### src/rtl/i2c_slave_responder.sv
// I2C target for 7-bit addressing: detects START/STOP, matches bus_address[6:0],
// moves write data to the RX FIFO and read data from the TX FIFO, stretching SCL when allowed.
`timescale 1ns/1ps
module i2c_slave_responder #(
    parameter int unsigned STRETCH_LIMIT = 0
) (
    input  logic       clk,
    input  logic       rst,
    input  logic       SDA_sync,
    input  logic       SCL_sync,
    input  logic       ms_select,
    input  logic       address_mode,
    input  logic [9:0] bus_address,
    input  logic       en_clock_strech,
    input  logic [7:0] tx_data,
    input  logic       TX_fifo_empty,
    input  logic       RX_fifo_full,
    output logic [7:0] rx_data_slave,
    output logic       RX_write_enable_slave,
    output logic       TX_read_enable_slave,
    output logic       SDA_out_slave,
    output logic       SCL_out_slave,
    output logic       busy_slave,
    output logic       ack_error_set_slave,
    output logic       set_transaction_complete_slave
);

    // ms_select = 1 selects target mode; address_mode = 0 selects 7-bit addressing.
    localparam logic SLAVE      = 1'b1;
    localparam logic ADDR_7_BIT = 1'b0;

    typedef enum logic [3:0] {
        IDLE, ADDR, ADDR_ACK, RX_BYTE, RX_ACK, TX_LOAD, TX_BYTE, TX_ACKCHK, WAIT_STOP
    } state_t;

    state_t      state, state_n;
    logic        scl_prev, sda_prev;
    logic [3:0]  bit_cnt, bit_cnt_n;
    logic [7:0]  shift_reg, shift_n;
    logic        rw_bit, rw_n;
    logic        phase, phase_n;
    logic [31:0] stretch_cnt, stretch_n;
    logic [7:0]  rx_data_n;
    logic        rx_we_n, tx_re_n, sda_n, scl_n, busy_n, ack_err_n, complete_n;

    logic active, rise, fall, start_det, stop_det;
    logic unused_addr_bits;

    assign unused_addr_bits = ^bus_address[9:7];
    assign active    = (ms_select == SLAVE) && (address_mode == ADDR_7_BIT);
    assign rise      = !scl_prev && SCL_sync;
    assign fall      = scl_prev && !SCL_sync;
    assign start_det = sda_prev && !SDA_sync && SCL_sync;
    assign stop_det  = !sda_prev && SDA_sync && SCL_sync;

    // FIFO strobes are single-cycle: RX_write_enable_slave qualifies rx_data_slave in the
    // same cycle, TX_read_enable_slave pops the head that was consumed in that cycle.
    always_comb begin
        state_n    = state;
        bit_cnt_n  = bit_cnt;
        shift_n    = shift_reg;
        rw_n       = rw_bit;
        phase_n    = phase;
        stretch_n  = stretch_cnt;
        rx_data_n  = rx_data_slave;
        rx_we_n    = 1'b0;
        tx_re_n    = 1'b0;
        sda_n      = SDA_out_slave;
        scl_n      = SCL_out_slave;
        busy_n     = busy_slave;
        ack_err_n  = 1'b0;
        complete_n = 1'b0;

        if (!active) begin
            state_n   = IDLE;
            bit_cnt_n = 4'd0;
            shift_n   = 8'd0;
            rw_n      = 1'b0;
            phase_n   = 1'b0;
            stretch_n = 32'd0;
            rx_data_n = 8'd0;
            sda_n     = 1'b1;
            scl_n     = 1'b1;
            busy_n    = 1'b0;
        end else if (stop_det) begin
            state_n    = IDLE;
            phase_n    = 1'b0;
            stretch_n  = 32'd0;
            sda_n      = 1'b1;
            scl_n      = 1'b1;
            complete_n = busy_slave;
            busy_n     = 1'b0;
        end else if (start_det) begin
            state_n   = ADDR;
            bit_cnt_n = 4'd0;
            phase_n   = 1'b0;
            stretch_n = 32'd0;
            sda_n     = 1'b1;
            scl_n     = 1'b1;
        end else begin
            case (state)
                IDLE, WAIT_STOP: begin
                    sda_n = 1'b1;
                    scl_n = 1'b1;
                end
                ADDR: begin
                    if (rise) begin
                        shift_n   = {shift_reg[6:0], SDA_sync};
                        bit_cnt_n = bit_cnt + 4'd1;
                        if (bit_cnt == 4'd7) begin
                            rw_n = SDA_sync;
                            if (shift_reg[6:0] == bus_address[6:0]) begin
                                state_n = ADDR_ACK;
                                busy_n  = 1'b1;
                                phase_n = 1'b0;
                            end else begin
                                state_n = WAIT_STOP;
                                busy_n  = 1'b0;
                            end
                        end
                    end
                end
                ADDR_ACK, RX_ACK: begin
                    // First fall pulls SDA low for the ACK slot, the second releases it.
                    if (fall) begin
                        if (!phase) begin
                            sda_n   = 1'b0;
                            phase_n = 1'b1;
                        end else begin
                            sda_n     = 1'b1;
                            phase_n   = 1'b0;
                            bit_cnt_n = 4'd0;
                            if (state == RX_ACK || !rw_bit) state_n = RX_BYTE;
                            else                            state_n = TX_LOAD;
                        end
                    end
                end
                RX_BYTE: begin
                    if (rise) begin
                        shift_n   = {shift_reg[6:0], SDA_sync};
                        bit_cnt_n = bit_cnt + 4'd1;
                        if (bit_cnt == 4'd7) begin
                            if (RX_fifo_full) begin
                                ack_err_n = 1'b1;
                                state_n   = WAIT_STOP;
                            end else begin
                                rx_data_n = {shift_reg[6:0], SDA_sync};
                                rx_we_n   = 1'b1;
                                phase_n   = 1'b0;
                                state_n   = RX_ACK;
                            end
                        end
                    end
                end
                TX_LOAD: begin
                    if (!TX_fifo_empty) begin
                        shift_n   = tx_data;
                        tx_re_n   = 1'b1;
                        sda_n     = tx_data[7];
                        bit_cnt_n = 4'd0;
                        stretch_n = 32'd0;
                        state_n   = TX_BYTE;
                    end else if (en_clock_strech &&
                                 (STRETCH_LIMIT == 32'd0 || stretch_cnt < STRETCH_LIMIT)) begin
                        scl_n     = 1'b0;
                        stretch_n = stretch_cnt + 32'd1;
                    end else begin
                        shift_n   = 8'hFF;
                        sda_n     = 1'b1;
                        bit_cnt_n = 4'd0;
                        stretch_n = 32'd0;
                        state_n   = TX_BYTE;
                    end
                end
                TX_BYTE: begin
                    // SCL held by a stretch is let go one cycle after the data is loaded.
                    if (!SCL_out_slave) scl_n = 1'b1;
                    if (fall) begin
                        if (bit_cnt == 4'd7) begin
                            sda_n   = 1'b1;
                            phase_n = 1'b0;
                            state_n = TX_ACKCHK;
                        end else begin
                            sda_n     = shift_reg[6];
                            shift_n   = {shift_reg[6:0], 1'b0};
                            bit_cnt_n = bit_cnt + 4'd1;
                        end
                    end
                end
                TX_ACKCHK: begin
                    if (rise) begin
                        if (!SDA_sync) phase_n = 1'b1;
                        else           state_n = WAIT_STOP;
                    end else if (fall && phase) begin
                        phase_n = 1'b0;
                        state_n = TX_LOAD;
                    end
                end
                default: state_n = IDLE;
            endcase
        end
    end

    always_ff @(posedge clk or posedge rst) begin
        if (rst) begin
            state                          <= IDLE;
            scl_prev                       <= 1'b1;
            sda_prev                       <= 1'b1;
            bit_cnt                        <= 4'd0;
            shift_reg                      <= 8'd0;
            rw_bit                         <= 1'b0;
            phase                          <= 1'b0;
            stretch_cnt                    <= 32'd0;
            rx_data_slave                  <= 8'd0;
            RX_write_enable_slave          <= 1'b0;
            TX_read_enable_slave           <= 1'b0;
            SDA_out_slave                  <= 1'b1;
            SCL_out_slave                  <= 1'b1;
            busy_slave                     <= 1'b0;
            ack_error_set_slave            <= 1'b0;
            set_transaction_complete_slave <= 1'b0;
        end else begin
            state                          <= state_n;
            scl_prev                       <= SCL_sync;
            sda_prev                       <= SDA_sync;
            bit_cnt                        <= bit_cnt_n;
            shift_reg                      <= shift_n;
            rw_bit                         <= rw_n;
            phase                          <= phase_n;
            stretch_cnt                    <= stretch_n;
            rx_data_slave                  <= rx_data_n;
            RX_write_enable_slave          <= rx_we_n;
            TX_read_enable_slave           <= tx_re_n;
            SDA_out_slave                  <= sda_n;
            SCL_out_slave                  <= scl_n;
            busy_slave                     <= busy_n;
            ack_error_set_slave            <= ack_err_n;
            set_transaction_complete_slave <= complete_n;
        end
    end

endmodule

### config.mk
export PLATFORM = sky130hd
export DESIGN_NAME = i2c_slave_responder
export DESIGN_NICKNAME = d
export VERILOG_FILES = /design/src/rtl/i2c_slave_responder.sv
export SDC_FILE = /design/constraint.sdc
export NUM_CORES = 1
export LEC_CHECK = 0
export CAP_MARGIN = 30
export CORE_UTILIZATION = 45
export DETAILED_ROUTE_END_ITERATION = 16
export PLACE_DENSITY_LB_ADDON = 0.08
export SLEW_MARGIN = 5
export SYNTH_ARGS = -nofsm -noshare
export SYNTH_HDL_FRONTEND = slang
export SYNTH_SLANG_ARGS = --single-unit
### constraint.sdc
create_clock -name clk -period 2.1 [get_ports clk]
set_input_delay 0.21 -clock clk [delete_from_list [all_inputs] [get_ports clk]]
set_output_delay 0.21 -clock clk [all_outputs]
set_load 0.03 [all_outputs]
==> After elaboration in Yosys (flattened, before gate mapping) <==
Cells that the tools add are included.
{ "classes": {"n_reduce_logical": 28, "n_bitwise": 1, "eq_ne": 53, "muxes": 114, "addsub": 1} }
{ "op_table": {"columns": ["operator", "n"], "rows": [
  ["2-to-1 mux 4 bit", 28],
  ["!= test 5 bit (second input constant)", 13],
  ["2-to-1 mux 1 bit", 64],
  ["2-to-1 mux 7 bit", 8],
  ["2-to-1 mux 8 bit", 7],
  ["one-hot mux 4 bit (7 select lines)", 1],
  ["!= test 4 bit (second input constant)", 6],
  ["!= test 6 bit (second input constant)", 4],
  ["AND reduction 12 bit", 2],
  ["one-hot mux 7 bit (3 select lines)", 1],
  ["equality test 4 x 3 -> 1 bit (second input constant)", 5],
  ["one-hot mux 4 bit (4 select lines)", 1],
  ["!= test 3 x 1 -> 1 bit (second input constant)", 3],
  ["equality test 4 x 2 -> 1 bit (second input constant)", 2],
  ["logical AND 1 bit", 8],
  ["!= test 2 x 1 -> 1 bit (second input constant)", 4],
  ["!= test 4 x 2 -> 1 bit (second input constant)", 2],
  ["!= test 8 x 1 -> 1 bit (second input constant)", 1],
  ["AND reduction 4 bit", 2],
  ["AND reduction 8 bit", 1],
  ["equality test 7 bit", 1],
  ["!= test 7 x 1 -> 1 bit (second input constant)", 1],
  ["AND reduction 7 bit", 1],
  ["!= test 2 bit (second input constant)", 3],
  ["20 further kinds", 28]
]} }
{ "word_totals": {"ff_bits": 34, "output_inout_bits": 15} }

==> Depth between registers and ports, before layout <==
{ "logic_depth": {"ltp_word": 9, "ltp_mapped": 7, "depth_no_buf": 6} }

==> Worst setup path before layout <==
OpenSTA, ideal clock, no wires.
{ "synth_path": {"kind": "reg2reg", "startpoint": "reg bit_cnt[0]", "endpoint": "reg shift_reg[0]", "t_required_ns": 1.975, "n_path_buf": 0, "stages_incl_launch_ff": 7, "period_less_slack_ns": 1.785, "setup_slack_ns": 0.315, "arrival_ns": 1.660, "path_cell_list": "dfrtp_1 ha_1 and3b_1 nor3_1 o21a_4 a31oi_4 mux2_4"} }
{ "synth_via": {"elab_chain_cells": 3} }
{ "synth_lines": {"columns": ["item", "line", "text"], "rows": [
  ["start: declaration", "38", "logic [3:0] bit_cnt, bit_cnt_n;"],
  ["start signal: assignment", "226", "bit_cnt <= bit_cnt_n;"],
  ["equality test 4 x 3 -> 1 bit", "179", "if (bit_cnt == 4'd7) begin"],
  ["!= test 3 bit (no source line)", null, null],
  ["AND reduction 7 bit (no source line)", null, null],
  ["end signal: assignment", "227", "shift_reg <= shift_n;"],
  ["end: declaration", "39", "logic [7:0] shift_reg, shift_n;"]
]} }
Every way passes these cells.
A chain may end at the register's enable or synchronous reset.

==> Worst setup path in the final report <==
{ "layout_path": {"startpoint": "reg state[1]", "endpoint": "reg state[3]"} }
{ "layout_via": {"elab_chain_cells": 6} }
{ "layout_lines": {"columns": ["item", "line", "text"], "rows": [
  ["start: declaration", "36", "state_t state, state_n;"],
  ["start signal: assignment", "223", "state <= state_n;"],
  ["equality test 4 x 3 -> 1 bit (tied with other cells)", "101", "case (state)"],
  ["OR reduction 2 bit", "101", null],
  ["one-hot mux 4 bit (7 select lines)", "101", null],
  ["2-to-1 mux 4 bit", "93", "end else if (start_det) begin"],
  ["2-to-1 mux 4 bit", "85", "end else if (stop_det) begin"],
  ["2-to-1 mux 4 bit", "74", "if (!active) begin"]
]} }
Several ways; a longest one is shown, not always the timed one.

==> impl_results.html <==
<table>
<tr><th>Metric</th><th>Value</th></tr>
<tr><th colspan="2">Drt</th></tr>
<tr><td>Vias</td><td>2102</td></tr>
<tr><td>Per-cell via count in the routed design</td><td>5.55</td></tr>
<tr><td>Sum of routed wire length over all layers</td><td>5880 microns</td></tr>
<tr><td>Drt first pass iters</td><td>4</td></tr>
<tr><td>Number of DRC markers in iteration 0</td><td>151</td></tr>
<tr><td>Remaining antenna violation count</td><td>0</td></tr>
<tr><td>Average routed wire per standard cell</td><td>15.5 microns</td></tr>
<tr><td>DRC violations left</td><td>0</td></tr>
<tr><th colspan="2">Clock tree</th></tr>
<tr><td>Skew-Pair Late Insertion Delay</td><td>0.29 ns</td></tr>
<tr><td>Total setup buffers inserted after CTS</td><td>0</td></tr>
<tr><td>CTS Root Buffer Type</td><td>clkbuf_8</td></tr>
<tr><td>CTS clk-pin slew, worst paths</td><td>0.07 ns</td></tr>
<tr><td>Total number of H-tree levels</td><td>2</td></tr>
<tr><td>Clock tree from TritonCTS</td><td>yes</td></tr>
<tr><td>Number of buffers on the longest clock path</td><td>2</td></tr>
<tr><td>TritonCTS Buffers</td><td>5</td></tr>
<tr><td>Clock sink count</td><td>34</td></tr>
<tr><th colspan="2">Setup path</th></tr>
<tr><td>Cell depth of the worst flop-to-flop path</td><td>6</td></tr>
<tr><td>Endpoint class of the critical path</td><td>flip-flop</td></tr>
<tr><td>Cells along the critical path</td><td>buf_4 -&gt; nand4b_1 -&gt; nor2_1 -&gt; a2bb2oi_2 -&gt; o2111ai_4 -&gt; mux2_2</td></tr>
<tr><td>Largest driver fanout on the critical path</td><td>10</td></tr>
<tr><td>FF-to-FF Start</td><td>state[1]$_DFFE_PP0P_</td></tr>
<tr><td>WP data required</td><td>2.27 ns</td></tr>
<tr><td>Master of the slowest instance on the critical path</td><td>dfrtp_1</td></tr>
<tr><td>Largest stage delay on the critical path</td><td>0.54 ns</td></tr>
<tr><td>Critical Setup Path Class</td><td>reg -&gt; reg</td></tr>
<tr><td>Worst Setup Start Kind</td><td>flip-flop</td></tr>
<tr><td>Arrival time reported for the critical path endpoint</td><td>2.20 ns</td></tr>
<tr><td>Destination of the worst register-to-register timing path</td><td>state[3]$_DFFE_PP0P_</td></tr>
<tr><td>Slack of the worst reg-to-reg path</td><td>0.07 ns</td></tr>
<tr><th colspan="2">Floorplanning</th></tr>
<tr><td>Die Ht</td><td>73.6 microns</td></tr>
<tr><td>Initial cell density of the core</td><td>0.479</td></tr>
<tr><td>Core Box Area</td><td>4820 sq um</td></tr>
<tr><td>Cell row count</td><td>25</td></tr>
<tr><td>Die area</td><td>5420 sq um</td></tr>
<tr><td>Num ports</td><td>42</td></tr>
<tr><td>Die X</td><td>73.6 microns</td></tr>
<tr><th colspan="2">Timing</th></tr>
<tr><td>Actual transition at the worst max-transition pin</td><td>0.447 ns</td></tr>
<tr><td>Worst slew margin relative to its limit</td><td>0.702</td></tr>
<tr><td>Fin. max-slew vios</td><td>0</td></tr>
<tr><td>Final Hold Viols</td><td>0</td></tr>
<tr><td>Highest clock rate</td><td>493 MHz</td></tr>
<tr><td>Ratio of final minimum period to clock period</td><td>0.966</td></tr>
<tr><td>Final TNS setup</td><td>0 ns</td></tr>
<tr><td>Setup repair after global routing missed its margin</td><td>no</td></tr>
<tr><td>Worst Skew</td><td>0.00998 ns</td></tr>
<tr><td>Final Critical Period</td><td>2.03 ns</td></tr>
<tr><td>Final worst hold slack</td><td>0.331 ns</td></tr>
<tr><td>Setup-failing EPs final</td><td>0</td></tr>
<tr><th colspan="2">Finish</th></tr>
<tr><td>Number of antenna cells inserted</td><td>0</td></tr>
<tr><td>Number of filler cells placed in the layout</td><td>428</td></tr>
<tr><td>Post-layout util</td><td>0.642</td></tr>
<tr><td>Cell Count, Final, Fillers Out</td><td>379</td></tr>
<tr><td>Synthesis-to-finish area growth</td><td>34.1%</td></tr>
<tr><td>Area taken by multi-input logic gates</td><td>1360 sq um</td></tr>
<tr><td>Share of layout cells above drive strength 1</td><td>0.228</td></tr>
<tr><td>Count of nets after finishing</td><td>340</td></tr>
<tr><td>Number of flip-flops in the largest register</td><td>8</td></tr>
<tr><td>FF+latch area</td><td>856 sq um</td></tr>
<tr><th colspan="2">Synthesis</th></tr>
<tr><td>Post-synthesis sequential element count</td><td>34</td></tr>
<tr><td>Count leader, synth</td><td>nor2_1</td></tr>
<tr><td>Post-synth top area share</td><td>0.325</td></tr>
<tr><td>Part of the Yosys area used for sequential elements</td><td>0.371</td></tr>
<tr><td>Post-synthesis instance area</td><td>2310 sq um</td></tr>
<tr><td>Top post-synthesis cells by count</td><td>nor2_1 (33), dfrtp_1 (30), nand2_1 (17)</td></tr>
<tr><td>Cell type with the highest aggregate area in the netlist</td><td>dfrtp_1</td></tr>
<tr><td>Number of distinct library cells after synthesis</td><td>58</td></tr>
<tr><td>Gate count after technology mapping</td><td>247</td></tr>
<tr><td>Prevailing post-synth register cell</td><td>dfrtp_1</td></tr>
<tr><td>Number of enable-type register cells in the synthesized netlist</td><td>0</td></tr>
<tr><td>Number of nets in the synthesized netlist</td><td>275</td></tr>
<tr><td>Count of warnings emitted by yosys</td><td>0</td></tr>
<tr><td>Proportion of synthesized flip-flops having asynchronous set or reset</td><td>1.00</td></tr>
<tr><td>Avg Synthesized Cell Area</td><td>9.34 sq um</td></tr>
<tr><td>Biggest area contributors in the synthesized netlist</td><td>dfrtp_1 (33%), nor2_1 (5.4%), dfstp_2 (4.6%)</td></tr>
<tr><th colspan="2">Status</th></tr>
<tr><td>Run status</td><td>finished, final reports clean</td></tr>
<tr><th colspan="2">Global route</th></tr>
<tr><td>Overall routing resource usage</td><td>0.243</td></tr>
<tr><td>Maximum number of pins on one net before global-route repair</td><td>35</td></tr>
<tr><td>Antenna violations before repair</td><td>0</td></tr>
<tr><td>Wire length of the first global-routing pass</td><td>9810 microns</td></tr>
<tr><td>Total overflow reported by the global router</td><td>0</td></tr>
<tr><td>Vias in the first global route</td><td>2008</td></tr>
<tr><th colspan="2">Flow run</th></tr>
<tr><td>Maxcap violations</td><td>0</td></tr>
<tr><th colspan="2">Power and ir drop</th></tr>
<tr><td>Static Leak</td><td>1.40 nW</td></tr>
<tr><td>Areal power density over the cells</td><td>432 nW/um^2</td></tr>
<tr><td>VDD IR max</td><td>0.300 mV</td></tr>
<tr><th colspan="2">Placed design</th></tr>
<tr><td>Number of port buffers</td><td>38</td></tr>
<tr><td>Total half-perimeter wirelength after legalization and detailed placement</td><td>4500 microns</td></tr>
<tr><td>Gpl congestion</td><td>0.876</td></tr>
<tr><td>Cell Count Post-Placement</td><td>372</td></tr>
<tr><th colspan="2">Worst hold path</th></tr>
<tr><td>Type of the worst min-delay path</td><td>in -&gt; async</td></tr>
</table>
routing by layer:
metal  part of all wire  global-route usage  up-vias
li1                   -                   -     1035
met1               0.48               0.346      998
met2               0.44               0.362       57
met3              0.053              0.0508       12
met4              0.022              0.0940        0
met5                  0                   0        -
area by class of cell:
type,instances,area share
clock buffer,5,0.0222
clock inverter,2,0.00324
inverter,4,0.00485
multi-input combinational,192,0.441
sequential,34,0.277
tap,67,0.0271
timing repair buffer,75,0.225
worst max-delay path by stage:
stage                                start  cells past startpoint  slack (ns)                  endpoint
CTS                   state[1]$_DFFE_PP0P_                      6        0.09      state[3]$_DFFE_PP0P_
floorplan           bit_cnt[0]$_DFFE_PP0P_                      6        0.32  shift_reg[0]$_DFFE_PP0P_
detailed placement                SCL_sync                      6        0.01      state[3]$_DFFE_PP0P_
finish                state[1]$_DFFE_PP0P_                      6        0.07      state[3]$_DFFE_PP0P_
global placement            bus_address[4]                      7      -0.004      state[3]$_DFFE_PP0P_
global route          state[1]$_DFFE_PP0P_                      6       0.006      state[3]$_DFFE_PP0P_
layout by cell type, fill, tap and decap left out, types with 3 or more instances in the layout:
master / n
clkdlybuf4s50_1: 38
buf_4: 34
nor2_1: 33
dfrtp_1: 30
nand2_1: 17
a21oi_1: 10
mux2i_1: 10
xor2_1: 9
mux2_2: 9
nor4_1: 8
a211oi_1: 8
nor3_1: 6
nor2b_1: 6
nand3_1: 6
clkbuf_8: 5
dfstp_2: 4
inv_1: 4
nand2b_1: 4
and3_1: 4
o21ai_0: 4
nand3b_1: 3
o21ai_1: 3
o22ai_1: 3
o211ai_1: 3
mux2_4: 3
buf_12: 3
cells by family after synthesis:
| group | count (synthesis) | synth area share |
|---|---|---|
| DFF | 34 | 0.371 |
| buffers and inverters | 21 | 0.0477 |
| muxes | 22 | 0.107 |
| AOI/OAI and AO/OA | 53 | 0.178 |
| adders and majority gates | 2 | 0.00976 |
| xor gates and xnor gates | 11 | 0.0418 |
| and+or+nand+nor | 104 | 0.245 |
repair_timing:
action,4_1_cts,5_1_grt
resized for setup,0,4
hold buffers,0,0
setup endpoints to repair,0,7
worst max-delay path: cells and delay by family (launching register included):
family / cells / cell delay [ns]
mux: 1 / 0.38
flops: 1 / 0.54
simple gates: 2 / 0.36
buf+inv: 1 / 0.21
compound gates: 2 / 0.41
report_power, final:
part | total, mW | internal (mW) | switching, mW | leakage, nW
Combinational | 0.208 | 0.107 | 0.101 | 0.891
Sequential | 0.669 | 0.661 | 0.00704 | 0.461
Clock | 0.461 | 0.222 | 0.238 | 0.0438
Total | 1.34 | 0.991 | 0.346 | 1.40
through the flow:
step	total power, mW	setup slack, ns	instance area (sq um)
global placement	0.884	-0.00443	2990
floorplan	0.777	0.315	2310
CTS	1.35	0.0890	3070
detailed placement	0.885	0.0112	2990
finish	1.34	0.0711	3090
global route	1.39	0.00648	3090
Note: power is estimated with default switching activity, not from simulation.
